===== src/rtl/stopwatch_ctrl.sv =====
`default_nettype none
// +----------------------------------------------------------------------------+
// | Module      : stopwatch_ctrl                                               |
// | Description : Button conditioning (sync + debounce + press detect), 0.1 s  |
// |               tick prescaler and mode FSM driving the decade counter's     |
// |               enable, synchronous clear and display freeze.                |
// | Revision    : 1.0 - initial release                                        |
// +----------------------------------------------------------------------------+
module stopwatch_ctrl #(
  parameter int DEBOUNCE_CYCLES = 250000,
  parameter int TICK_DIV        = 5000000
) (
  input  logic       clk,
  input  logic       rst,
  input  logic [4:0] btn_n,
  output logic       tick,
  output logic       clr,
  output logic       freeze,
  output logic       active,
  output logic [2:0] state
);

  // Counter widths; a single-cycle debounce still needs a 1-bit counter.
  localparam int DW = (DEBOUNCE_CYCLES > 1) ? $clog2(DEBOUNCE_CYCLES) : 1;
  localparam int PW = $clog2(TICK_DIV);

  localparam logic [DW-1:0] c_deb_last  = DW'(DEBOUNCE_CYCLES - 1);
  localparam logic [PW-1:0] c_tick_last = PW'(TICK_DIV - 1);

  // Button bit positions within btn_n.
  localparam int c_iniciar = 0;
  localparam int c_reset   = 1;
  localparam int c_contar  = 2;
  localparam int c_pausar  = 3;
  localparam int c_parar   = 4;

  typedef enum logic [2:0] {
    S_OFF  = 3'd0,
    S_IDLE = 3'd1,
    S_RUN  = 3'd2,
    S_LAP  = 3'd3
  } state_e;

  logic [4:0] sync1_q;
  logic [4:0] sync2_q;
  logic [4:0] w_press;
  logic [4:0] w_win;
  logic       w_counting;
  logic       w_leave;

  state_e        state_q;
  logic          clr_q;
  logic          freeze_q;
  logic          active_q;
  logic          tick_q;
  logic [PW-1:0] presc_q;

  // Two-stage synchronizer; idles at 1 so a released button reads as released.
  always_ff @(posedge clk or posedge rst) begin
    if (rst) begin
      sync1_q <= '1;
      sync2_q <= '1;
    end else begin
      sync1_q <= btn_n;
      sync2_q <= sync1_q;
    end
  end

  genvar gi;
  generate
    for (gi = 0; gi < 5; gi++) begin : g_btn
      logic [DW-1:0] cnt_q;
      logic          level_q;
      logic          press_q;

      // Accept a new level only after DEBOUNCE_CYCLES consecutive differing
      // samples; flag a one-cycle press on an accepted 1->0 change.
      always_ff @(posedge clk or posedge rst) begin
        if (rst) begin
          cnt_q   <= '0;
          level_q <= 1'b1;
          press_q <= 1'b0;
        end else begin
          press_q <= 1'b0;
          if (sync2_q[gi] == level_q) begin
            cnt_q <= '0;
          end else if (cnt_q == c_deb_last) begin
            cnt_q   <= '0;
            level_q <= sync2_q[gi];
            press_q <= ~sync2_q[gi];
          end else begin
            cnt_q <= cnt_q + 1'b1;
          end
        end
      end

      assign w_press[gi] = press_q;
    end
  endgenerate

  // Fixed priority arbitration: parar > reset > pausar > contar > iniciar.
  always_comb begin
    w_win = '0;
    if (w_press[c_parar]) begin
      w_win[c_parar] = 1'b1;
    end else if (w_press[c_reset]) begin
      w_win[c_reset] = 1'b1;
    end else if (w_press[c_pausar]) begin
      w_win[c_pausar] = 1'b1;
    end else if (w_press[c_contar]) begin
      w_win[c_contar] = 1'b1;
    end else if (w_press[c_iniciar]) begin
      w_win[c_iniciar] = 1'b1;
    end
  end

  // In RUN/LAP only reset and parar leave the counting states.
  assign w_counting = (state_q == S_RUN) || (state_q == S_LAP);
  assign w_leave    = w_win[c_reset] || w_win[c_parar];

  // Mode FSM; every output is registered alongside the state.
  always_ff @(posedge clk or posedge rst) begin
    if (rst) begin
      state_q  <= S_OFF;
      clr_q    <= 1'b0;
      freeze_q <= 1'b0;
      active_q <= 1'b0;
    end else begin
      clr_q <= 1'b0;
      case (state_q)
        S_OFF: begin
          if (w_win[c_iniciar]) begin
            state_q  <= S_IDLE;
            active_q <= 1'b1;
          end
        end
        S_IDLE: begin
          if (w_win[c_contar]) begin
            state_q <= S_RUN;
          end else if (w_win[c_reset]) begin
            clr_q <= 1'b1;
          end else if (w_win[c_parar]) begin
            state_q  <= S_OFF;
            active_q <= 1'b0;
          end
        end
        S_RUN: begin
          if (w_win[c_pausar]) begin
            state_q  <= S_LAP;
            freeze_q <= 1'b1;
          end else if (w_win[c_reset]) begin
            state_q <= S_IDLE;
            clr_q   <= 1'b1;
          end else if (w_win[c_parar]) begin
            // Counter value is kept on stop; no clear here.
            state_q  <= S_OFF;
            active_q <= 1'b0;
          end
        end
        S_LAP: begin
          if (w_win[c_contar]) begin
            state_q  <= S_RUN;
            freeze_q <= 1'b0;
          end else if (w_win[c_reset]) begin
            state_q  <= S_IDLE;
            clr_q    <= 1'b1;
            freeze_q <= 1'b0;
          end else if (w_win[c_parar]) begin
            state_q  <= S_OFF;
            freeze_q <= 1'b0;
            active_q <= 1'b0;
          end
        end
        default: begin
          state_q  <= S_OFF;
          freeze_q <= 1'b0;
          active_q <= 1'b0;
        end
      endcase
    end
  end

  // Tick prescaler: free-runs through RUN<->LAP, cleared on any exit to
  // IDLE/OFF so a clear never coincides with a tick.
  always_ff @(posedge clk or posedge rst) begin
    if (rst) begin
      presc_q <= '0;
      tick_q  <= 1'b0;
    end else if (w_counting && !w_leave) begin
      if (presc_q == c_tick_last) begin
        presc_q <= '0;
        tick_q  <= 1'b1;
      end else begin
        presc_q <= presc_q + 1'b1;
        tick_q  <= 1'b0;
      end
    end else begin
      presc_q <= '0;
      tick_q  <= 1'b0;
    end
  end

  assign tick   = tick_q;
  assign clr    = clr_q;
  assign freeze = freeze_q;
  assign active = active_q;
  assign state  = state_q;

endmodule
`default_nettype wire


===== config.mk =====
export PLATFORM = sky130hd
export DESIGN_NAME = stopwatch_ctrl
export DESIGN_NICKNAME = d
export VERILOG_FILES = /design/src/rtl/stopwatch_ctrl.sv
export SDC_FILE = /design/constraint.sdc
export NUM_CORES = 1
export LEC_CHECK = 0
export CAP_MARGIN = 10
export CORE_MARGIN = 4
export CORE_UTILIZATION = 62
export DETAILED_ROUTE_END_ITERATION = 8
export GPL_TIMING_DRIVEN = 0
export PLACE_DENSITY = 0.76
export SETUP_SLACK_MARGIN = 0.1
export SLEW_MARGIN = 10
export SYNTH_ARGS = -nofsm -noshare
export SYNTH_HDL_FRONTEND = slang
export SYNTH_SLANG_ARGS = --single-unit

===== constraint.sdc =====
create_clock -name clk -period 7.7 [get_ports clk]
set_input_delay 2.31 -clock clk [delete_from_list [all_inputs] [get_ports clk]]
set_output_delay 2.31 -clock clk [all_outputs]
set_load 0.01 [all_outputs]

# [Word level (Yosys, flattened, before mapping)]
# Index checks and enable logic that the tools add are counted.
[totals] ff_bits=140 in_bits=7 output_inout_bits=7 elab_cells=133
[classes] addsub=6 eq_ne=20 n_mux=58 bitwise=11 reduce_logical=15
[ops] cell="two-way mux 18 bit" n=10
[ops] cell="adder 18 x 1 -> 18 bit, second input constant" n=5
[ops] cell="== test 18 bit, second input constant" n=5
[ops] cell="two-way mux 23 bit" n=2
[ops] cell="two-way mux 1 bit" n=33
[ops] cell="adder 23 x 1 -> 23 bit, second input constant" n=1
[ops] cell="== test 23 bit, second input constant" n=1
[ops] cell="two-way mux 3 bit" n=7
[ops] cell="case mux 3 bit (4 select lines)" n=1
[ops] cell="AND reduction 2 bit" n=6
[ops] cell="NOT 1 bit" n=11
[ops] cell="!= test 2 bit, second input constant" n=4
[ops] cell="== test 3 x 2 -> 1 bit, second input constant" n=2
[ops] cell="case mux 1 bit (3 select lines)" n=2
[ops] cell="AND reduction 3 bit" n=2
[ops] cell="== test 1 bit" n=5
[ops] cell="two-way mux 4 bit" n=1
[ops] cell="!= test 4 bit, second input constant" n=1
[ops] cell="OR reduction 2 bit" n=2
[ops] cell="== test 3 x 1 -> 1 bit, second input constant" n=1
[ops] cell="logical NOT 3 bit" n=1
[ops] cell="!= test 3 bit, second input constant" n=1
[ops] cell="logical OR 1 bit" n=2
[ops] cell="two-way mux 2 bit" n=1
[ops] cell="3 further kinds" n=3

# [Depth between registers and ports, before layout]
[depth] ltp_word=9 depth_mapped=7 ltp_nobuf=5

# [Worst setup path before layout]
# OpenSTA, ideal clock, no wires.
[synth_timing] path_type="register -> output" startpoint="register state_q[1], in the netlist state[1]" endpoint="output port state[1]" arrival_time_ps=442 required_time_ps=5390 slack_ps=4948 stages_incl_launch_ff=1 n_path_buf=0 path_cell_list="dfrtp_1"
[synth_lines] item="from (decl)" line="51" text="state_e state_q;"
[synth_lines] item="from (signal assigned)" line="124" text="state_q <= S_OFF;"
[synth_lines] item="from (signal assigned)" line="133" text="state_q <= S_IDLE;"
[synth_lines] item="from (signal assigned)" line="139" text="state_q <= S_RUN;"
[synth_lines] item="to (decl)" line="20" text="output logic [2:0] state"
# No word-level cell between the ends.

# [Final worst setup path]
[layout_timing] startpoint="register state_q[2], in the netlist state[2]" endpoint="output port state[2]"
# No word-level cell between the ends.

==> out/results.md <==
## Run status
• result of the run: finished clean

## Job
• max-cap violation count: 0

## Final layout
• # diodes: 0
• signed area change from the synthesized netlist to the final layout: 13.4%
• fraction of final layout cells sized beyond drive strength 1: 9.71%
• core utilization of the finished layout: 72.8%
• Total Nets Final: 700

## Floorplanning
• floorplan core area: 10,400 µm²
• starting density of the core: 64.2%
• Rows: 37
• floorplan die area: 12,500 µm²
• die outline width: 112 µm
• Die Height: 112 µm
• Ports: 14

## Synth
• count leader, synth: dfrtp_1
• area fraction of the dominant cell type after synthesis: 46.8%
• Post-Synthesis Cells: 654
• number of library cell types mapped by synthesis: 43
• synth top area cells: dfrtp_1, xnor2_1, dfstp_2
• number of synthesized flops with an enable pin: 0
• synthesized area per cell: 10.2 µm²
• Async S/R FF share, synth: 100%
• ys flop type: dfrtp_1
• total number of yosys warnings: 0
• commonest cells in the netlist: dfrtp_1, nor2_1, xnor2_1, nand2_1, nand4_1
• post-synth net total: 667
• cell type with the highest aggregate area in the netlist: dfrtp_1
• #FFs+latches synth: 140
• sequential-to-total area share from yosys stat: 52.7%
• netlist area before placement: 6680 µm²

## GRT
• Congestion Overflow GR: 0
• largest net degree at the start of global routing: 91
• number of global-route vias before repair: 5,010
• global routing usage summed across all routing layers: 22.3%
• initial antenna violation count: 0
• wire length of the first global-routing pass: 23,000 µm

## Clock tree
• worst-skew pair later-pin latency: 520 ps
• post-CTS repair timing setup buffer count: 0
• quantity of hold-fixing buffers added after cts: 0
• clk buf depth: 2
• TritonCTS clock tree: done
• total clock buffers created by CTS: 17
• Clock Pin Slew Worst Setup and Hold Paths: 60 ps
• Max H-tree Level: 4
• number of sinks handled by clock tree synthesis: 140
• CTS-repair resized insts: 0
• CTS root buffer: clkbuf_8

## Worst setup path
• Critical-path top delay cell: clkdlybuf4s50_1
• crit path capture type: output port
• reg2reg setup slack: 5250 ps
• Buf/Inv on CP: 1
• cell-by-cell listing of the critical path: clkdlybuf4s50_1
• Setup Crit Path Kind: reg2out
• largest fanout of any net on the critical path: 7
• arrival time at the worst endpoint: 1610 ps
• required time reported for the critical path endpoint: 5390 ps
• stage delay of the slowest cell on the critical path: 600 ps
• Crit path max-delay family: buffers and inverters
• Setup crit start kind: flop

## STA
• tightest slew margin relative to the limit: 47.0%
• final period demand of the worst path: 3920 ps
• final number of hold-violating endpoints: 0
• unrepaired setup endpoints after global routing: false
• worst hold margin: 356 ps
• Final period util: 50.9%
• slew of the pin with the lowest slew margin: 787 ps
• number of pins with negative max-slew slack in the final report: 0
• FMAX: 255 MHz
• final-report setup violation count: 0
• worst clock skew on the final layout: 8.32 ps

## Routing
• routed vias/inst: 5.93
• Initial DRC Count: 317
• DR vias: 4,955
• detailed-router iteration count before antenna repair: 4
• remaining antenna violation count: 0
• DRC errors left: 0
• average wire length per cell after detail routing: 15.4 µm
• Routed WL: 12,900 µm

## Pwr
• power density normalized to cell area: 208 nW/µm²
• static leakage: 2.91 nW
• Max rail drop VDD: 0.205 mV

## Placed design
• sum of net half-perimeters after detailed placement: 8480 µm
• final weighted congestion in routability-driven placement: 0.867
• total of buffers placed on input and output ports: 13

## Worst hold path
• worst min-delay path class: reg2reg

==> final timing paths <==
path | from | end | depth (start not counted)
max in group asynchronous | rst | sync1_q[4] | 3
worst min register to register | sync1_q[1] | sync2_q[1] | 0
worst max-delay path | state[2] | state[2] | 1
min in group asynchronous | rst | g_btn[3].cnt_q[8] | 2
worst max register to register | g_btn[2].cnt_q[0] | g_btn[2].cnt_q[7] | 5
worst min-delay path | sync1_q[1] | sync2_q[1] | 0
==> metrics by stage <==
stage	cell area (µm²)	setup TNS [ps]	instances	setup slack, ps	power, W
after floorplan	6680	0	654	1660	0.000795
after global placement	6980	-4050	803	-38.8	0.000807
after detailed placement	7020	0	804	4010	0.000811
after CTS	7580	0	836	3740	0.00159
after global routing	7580	0	836	3690	0.00164
final	7580	0	836	3780	0.00157
==> logic make-up (layout without fill, tap and decap cells) <==
| group | after synthesis | in the layout | share of synthesized area [%] |
|---|---|---|---|
| and+or+nand+nor | 329 | 329 | 26.6 |
| DFF | 140 | 140 | 52.7 |
| xor gates and xnor gates | 82 | 82 | 10.7 |
| AOI/OAI and AO/OA | 62 | 62 | 6.12 |
| buffers and inverters | 28 | 74 | 1.63 |
| adders and majority gates | 6 | 6 | 1.12 |
| muxes | 6 | 6 | 0.992 |
| other | 1 | 1 | 0.0561 |
==> registers in the layout, indices dropped and copies added, names as in the netlist <==
| register | cells |
|---|---|
| g_btn.cnt_q | 90 |
| presc_q | 23 |
| g_btn.level_q | 5 |
| g_btn.press_q | 5 |
| sync1_q | 5 |
| sync2_q | 5 |
| state | 3 |
| active | 1 |
| clr | 1 |
| freeze | 1 |
| tick | 1 |
==> layout make-up <==
cell class                 count  area, µm²
buffer                        15       60.1
sequential                   140       3520
inverter                      13       53.8
clock buffer                  25        474
multi-input combinational    486       3050
clock inverter                 7       90.1
timing repair buffer          14        158
tap                          136        170
fill                         752       2840
==> power by group <==
group,internal (W),total [W],switching (W),leakage (nW)
sequential,0.000748,0.000758,0.0000101,1.89
combinational,0.0000130,0.0000407,0.0000276,0.745
clock,0.000485,0.000775,0.000290,0.272
total,0.00125,0.00157,0.000328,2.91
==> cells in the final DEF (no fill, tap or decap), types with 3 or more instances in the layout <==
cell	Yosys	final
o21ai_0	14	14
nor3b_1	5	5
clkinv_2	0	3
clkbuf_1	12	17
nand4_1	35	35
clkbuf_16	0	16
dfrtp_1	125	125
or4_1	14	14
inv_1	13	12
clkdlybuf4s50_1	0	13
and3_1	7	7
nor3_1	17	17
o41ai_1	3	3
and2_1	5	5
dfstp_2	15	15
nand2_1	41	41
nor4_1	30	30
xnor2_1	51	51
mux2_2	5	5
xor2_1	31	31
nor2_1	95	95
or2_2	3	3
a31o_2	3	3
o41ai_2	5	5
nand3_1	32	32
and4_1	10	10
a21oi_1	28	28
or4b_1	3	3
clkbuf_8	0	4
o31ai_1	8	8
nand3b_1	4	4
or3_1	10	10
nor4b_1	8	8
ha_1	6	6
==> routing by layer <==
| layer | vias to the layer above | routed length, µm | track usage, % |
|---|---|---|---|
| li1 | 2428 | - | - |
| met1 | 2426 | 5990 | 28.7 |
| met2 | 85 | 6320 | 36.5 |
| met3 | 16 | 389 | 5.71 |
| met4 | 0 | 165 | 8.19 |
| met5 | - | 0 | 0 |
Note: power is estimated with default switching activity, not from simulation.
